--- config.mk ---
export PLATFORM = sky130hd
export DESIGN_NAME = alu_seq_unit
export DESIGN_NICKNAME = d
export VERILOG_FILES = /design/src/rtl/alu_seq_unit.sv
export SDC_FILE = /design/constraint.sdc
export NUM_CORES = 1
export LEC_CHECK = 0
export CORE_MARGIN = 5
export CORE_UTILIZATION = 23
export CTS_BUF_LIST = sky130_fd_sc_hd__clkbuf_8 sky130_fd_sc_hd__clkbuf_16
export DETAILED_ROUTE_END_ITERATION = 16
export MAX_ROUTING_LAYER = met4
export PLACE_DENSITY = 0.38
export SLEW_MARGIN = 20
export SYNTH_ARGS = -nofsm -noshare
export SYNTH_HDL_FRONTEND = slang
export SYNTH_SLANG_ARGS = --single-unit
--- constraint.sdc ---
create_clock -name clk -period 2.1 [get_ports clk]
set_input_delay 0.315 -clock clk [delete_from_list [all_inputs] [get_ports clk]]
set_output_delay 0.315 -clock clk [all_outputs]
set_load 0.02 [all_outputs]
--- src/rtl/alu_seq_unit.sv ---
// Handshaked sequential ALU: ADD/SUB/AND in one execute cycle, MUL as a WIDTH-cycle shift-add.
// Optional build macro ALU_PERF_CNT_EN adds the saturating op_count response counter port.
module alu_seq_unit #(
  parameter int WIDTH = 4
) (
  input  logic                 clk,
  input  logic                 rst_n,
  input  logic                 req_valid,
  output logic                 req_ready,
  input  logic [WIDTH-1:0]     A,
  input  logic [WIDTH-1:0]     B,
  input  logic [1:0]           TT,
  output logic                 rsp_valid,
  input  logic                 rsp_ready,
  output logic [2*WIDTH-1:0]   Result,
  output logic                 cout
`ifdef ALU_PERF_CNT_EN
  ,
  output logic [15:0]          op_count
`endif
);

  localparam int CNT_W = $clog2(WIDTH + 1);

  localparam logic [1:0] S_IDLE = 2'd0;
  localparam logic [1:0] S_EXEC = 2'd1;
  localparam logic [1:0] S_MUL  = 2'd2;
  localparam logic [1:0] S_DONE = 2'd3;

  localparam logic [1:0] OP_ADD = 2'b00;
  localparam logic [1:0] OP_SUB = 2'b01;
  localparam logic [1:0] OP_MUL = 2'b10;

  logic [1:0]         state_q,  state_d;
  logic [CNT_W-1:0]   cnt_q,    cnt_d;
  logic [2*WIDTH-1:0] result_q, result_d;
  logic               cout_q,   cout_d;
  logic [2*WIDTH-1:0] opa_q,    opa_d;
  logic [WIDTH-1:0]   opb_q,    opb_d;
  logic [1:0]         tt_q,     tt_d;
  logic [WIDTH:0]     sum;
  logic [WIDTH:0]     diff;

  // req_ready is gated by rst_n so it reads 0 for as long as reset is held.
  assign req_ready = (state_q == S_IDLE) & rst_n;
  assign rsp_valid = (state_q == S_DONE);
  assign Result    = result_q;
  assign cout      = cout_q;

  always_comb begin
    state_d  = state_q;
    cnt_d    = cnt_q;
    result_d = result_q;
    cout_d   = cout_q;
    opa_d    = opa_q;
    opb_d    = opb_q;
    tt_d     = tt_q;
    sum      = '0;
    diff     = '0;
    case (state_q)
      S_IDLE: begin
        if (req_valid) begin
          opa_d = {{WIDTH{1'b0}}, A};
          opb_d = B;
          tt_d  = TT;
          cnt_d = '0;
          if (TT == OP_MUL) begin
            result_d = '0;
            cout_d   = 1'b0;
            state_d  = S_MUL;
          end else begin
            state_d  = S_EXEC;
          end
        end
      end
      S_EXEC: begin
        sum  = {1'b0, opa_q[WIDTH-1:0]} + {1'b0, opb_q};
        diff = {1'b0, opa_q[WIDTH-1:0]} - {1'b0, opb_q};
        case (tt_q)
          OP_ADD: begin
            result_d = {{(WIDTH-1){1'b0}}, sum};
            cout_d   = sum[WIDTH];
          end
          OP_SUB: begin
            // The extra top bit of the widened difference is the borrow (A < B).
            result_d = {{WIDTH{1'b0}}, diff[WIDTH-1:0]};
            cout_d   = diff[WIDTH];
          end
          default: begin
            result_d = {{WIDTH{1'b0}}, opa_q[WIDTH-1:0] & opb_q};
            cout_d   = 1'b0;
          end
        endcase
        state_d = S_DONE;
      end
      S_MUL: begin
        // Multiplicand shifts left and multiplier right, so bit i lines up with cycle i.
        if (opb_q[0]) begin
          result_d = result_q + opa_q;
        end
        opa_d = opa_q << 1;
        opb_d = opb_q >> 1;
        cnt_d = cnt_q + 1'b1;
        if (cnt_q == CNT_W'(WIDTH - 1)) begin
          state_d = S_DONE;
        end
      end
      S_DONE: begin
        if (rsp_ready) begin
          state_d = S_IDLE;
        end
      end
      default: state_d = S_IDLE;
    endcase
  end

  always_ff @(posedge clk or negedge rst_n) begin
    if (!rst_n) begin
      state_q  <= S_IDLE;
      cnt_q    <= '0;
      result_q <= '0;
      cout_q   <= 1'b0;
    end else begin
      state_q  <= state_d;
      cnt_q    <= cnt_d;
      result_q <= result_d;
      cout_q   <= cout_d;
    end
  end

  // Operand working registers are only meaningful after an accept, so they carry no reset.
  always_ff @(posedge clk) begin
    opa_q <= opa_d;
    opb_q <= opb_d;
    tt_q  <= tt_d;
  end

`ifdef ALU_PERF_CNT_EN
  logic [15:0] op_count_q, op_count_d;

  function automatic logic [15:0] sat_inc16(input logic [15:0] v);
    return (v == 16'hFFFF) ? v : v + 16'd1;
  endfunction

  always_comb begin
    op_count_d = op_count_q;
    if ((state_q == S_DONE) && rsp_ready) begin
      op_count_d = sat_inc16(op_count_q);
    end
  end

  always_ff @(posedge clk or negedge rst_n) begin
    if (!rst_n) begin
      op_count_q <= '0;
    end else begin
      op_count_q <= op_count_d;
    end
  end

  assign op_count = op_count_q;
`endif

endmodule

==> metrics.md, run 1 <==
| Metric | Value |
|---|---|
| Boundary pin count | 25 |
| Total GRT Usage | 9.90% |
| Post-route ant nets | 0 |
| Avg WL per Cell | 14.6 um |
| Clk_lat worst skew | 0.28 ns |
| EDFF count, synth | 14 |
| Ranking of synthesized cells by area | edfxtp_1 (22%), dfrtp_1 (18%), ha_1 (14%) |
| Vias | 1,477 |
| Fin crit share | 95.0% |
| Met3 Usage GRT | 1.31% |
| Maximum fanout along the worst path | 6 |
| Post-Route WL | 4810 um |
| Least-Margin Pin Slew | 0.353 ns |
| Area of the multi-input gates | 1070 um2 |
| Cells after Synth | 189 |
| Seq/Total Area, Yosys | 40.2% |
| Pwr per Cell Area | 1590 nW/um2 |
| Async SR Flop Fraction | 50.0% |
| Dpl cells | 324 |
| Max transition margin | 76.2% |
| TritonCTS buffer count | 3 |
| Non-filler cells, final | 328 |
| Skew final | 0.00375 ns |
| Worst Path Arrival | 2.17 ns |
| Max Cap Viol | 0 |
| Post-DP HPWL | 3870 um |
| Total die area | 10,300 um2 |
| Min Hold Slack | 0.370 ns |
| First-pass GRT wire length | 7700 um |
| Post-DR vias/cell | 4.50 |
| WP data required | 2.28 ns |
| Largest net degree at the start of global routing | 16 |
| RSZ-0062 raised after global routing | true |
| Power after layout | 3.85 mW |
| # DRC | 0 |
| Cell Area, Placed | 2360 um2 |
| Grt ovf | 0 |
| Detailed Routing Iterations Pass 1 | 5 |
| FP Rows | 33 |
| Initial DRC count | 36 |
| Inserted Diodes | 0 |
| Starting Density | 23.4% |
| Final setup violation count | 0 |
| Crit path time final | 1.99 ns |
| Core Area | 8180 um2 |
| Synth cell types | 38 |
| Fill count | 866 |
| TritonCTS sink count | 28 |
| Layer with the highest usage | met2 |
| H-tree depth | 1 |
| Main synth FF type | edfxtp_1 |
| Hold WC Path Type | input pin to async pin |
| Crit path kind | register to register |
| Cell taking the most area after synthesis | edfxtp_1 |
| Run status | finished, final reports clean |
| R2R depth | 6 |
| Top-area cell type share of the netlist area | 21.9% |
| TNS Setup | 0 ns |
| Slew Viols, Final | 0 |
| Die Y | 101 um |
| Final nets | 263 |
| GP Congestion | 0.799 |
| Share of layout cells above drive strength 1 | 11.7% |
| Worst-path clk slew | 0.11 ns |
| Hold Fails Final Rpt | 0 |
| Initial antenna violation count | 0 |
| Clock root cell | clkbuf_8 |
| Avg Inst Size Synth | 10.1 um2 |
| Maximum buffer depth of the clock tree | 2 |
| Reg area | 771 um2 |
| Final Cell Area | 2430 um2 |
| Syn. warnings | 0 |
| CP endpoint kind | register |
| VDD IR-drop max | 0.650 mV |
| Startpoint Class | register |
| #FFs+latches synth | 28 |
| IO Port Bufs | 24 |
| Met2 GRT Util | 15.2% |
| FMAX | 0.501 GHz |
| Leak | 1.03 nW |
| Number of global-route vias before repair | 1,430 |
| Net count after synthesis | 228 |
| DIE WIDTH | 101 um |
| M1 GR Usage | 14.0% |
| CTS tree | done |
| Layout area overhead | 26.6% |
| Cts hold-fix bufs | 0 |
| Cell Area, Synth | 1920 um2 |
[per-stage QoR]
stage / setup slack (ns) / utilization [%]
floorplan: 0.110 / -
global placement: 0.0977 / 28.9
detailed placement: 0.0804 / 28.9
CTS: 0.0238 / 29.6
global route: -0.00936 / 29.7
finish: 0.105 / 29.7
[flip-flops by register name (all words and copies together), names as in the netlist]
register and flops:
state_q 2, cout 1, opa_q 8, tt_q 2
cnt_q 3, Result 8, opb_q 4
[worst max-delay path, stage by stage, from the launching register on]
cell	delay [ns]
edfxtp_1	0.54
ha_1	0.36
a211oi_2	0.23
o211ai_1	0.13
a21o_1	0.21
and2_0	0.15
a221o_1	0.28
[metal layers]
| metal | wire, um | vias to the layer above | part of all wire [%] |
|---|---|---|---|
| met5 | 0 | - | 0 |
| met4 | 14 | 0 | 0.29 |
| met3 | 155 | 2 | 3.2 |
| met2 | 2230 | 26 | 46 |
| met1 | 2400 | 708 | 50 |
| li1 | - | 741 | - |
[repair_timing]
item                                    in CTS  in global routing
buffers inserted                             0                  0
endpoints found under the setup margin       0                  2
resized for setup                            0                  3
[logic make-up after synthesis]
| logic type | Yosys count | synth area share [%] |
|---|---|---|
| buffers and inverters | 21 | 4.25 |
| XOR/XNOR | 5 | 2.29 |
| adder cells (fa/ha/maj) | 25 | 17.5 |
| AO/OA/AOI/OAI | 51 | 17.0 |
| multiplexers | 9 | 5.16 |
| AND/OR/NAND/NOR | 50 | 13.6 |
| flip-flops | 28 | 40.2 |
[final timing paths]
| path | startpoint | to | slack [ns] |
|---|---|---|---|
| worst max register to register | opa_q[1] | Result[7] | 0.11 |
| worst min-delay path | rst_n | cnt_q[1] | 0.37 |
| max in group asynchronous | rst_n | Result[1] | 1.54 |
| min in group clk | cnt_q[1] | cnt_q[1] | 0.51 |
| worst min register to register | cnt_q[1] | cnt_q[1] | 0.51 |
| worst max-delay path | opa_q[1] | Result[7] | 0.11 |
[report_power, final]
group / internal [mW] / switching [mW]
clock network: 0.168 / 0.187
logic: 1.09 / 1.30
registers: 0.891 / 0.213
total: 2.15 / 1.70
[cells in the mapped netlist, types with 3 or more instances]
cell,number
a21o_1,3
a21oi_1,9
and2_1,9
clkbuf_1,3
dfrtp_1,14
edfxtp_1,14
fa_1,3
ha_1,22
inv_1,16
mux2_2,7
nand2_1,15
nand2b_1,6
nand3_1,5
nor2_1,5
nor2b_1,5
o211ai_1,3
o21ai_0,18
xnor2_1,3
[final cells by class]
| class | count | share of cell area, % |
|---|---|---|
| inverter | 16 | 2.48 |
| sequential | 28 | 31.8 |
| tap | 105 | 5.42 |
| multi-input combinational | 140 | 44.1 |
| clock buffer | 4 | 2.27 |
| timing repair buffer | 35 | 13.9 |
[cells in the final DEF (no fill, tap or decap), drive strengths merged, types with 5 or more instances in the layout]
| cell type | count |
|---|---|
| o21ai | 18 |
| a21oi | 10 |
| buf | 11 |
| edfxtp | 14 |
| nand2b | 6 |
| nor2b | 5 |
| dfrtp | 14 |
| inv | 16 |
| clkdlybuf4s50 | 23 |
| and2 | 10 |
| nand3 | 5 |
| ha | 22 |
| nor2 | 5 |
| mux2 | 7 |
| nand2 | 15 |
(Power assumes the default switching activity.)
==> run 2, diff against run 1 <==
CTS_CLUSTER_SIZE = 8   (was not set)
==> results of run 2 <==
The final DEF is identical to that of run 1; final timing and power are the same.
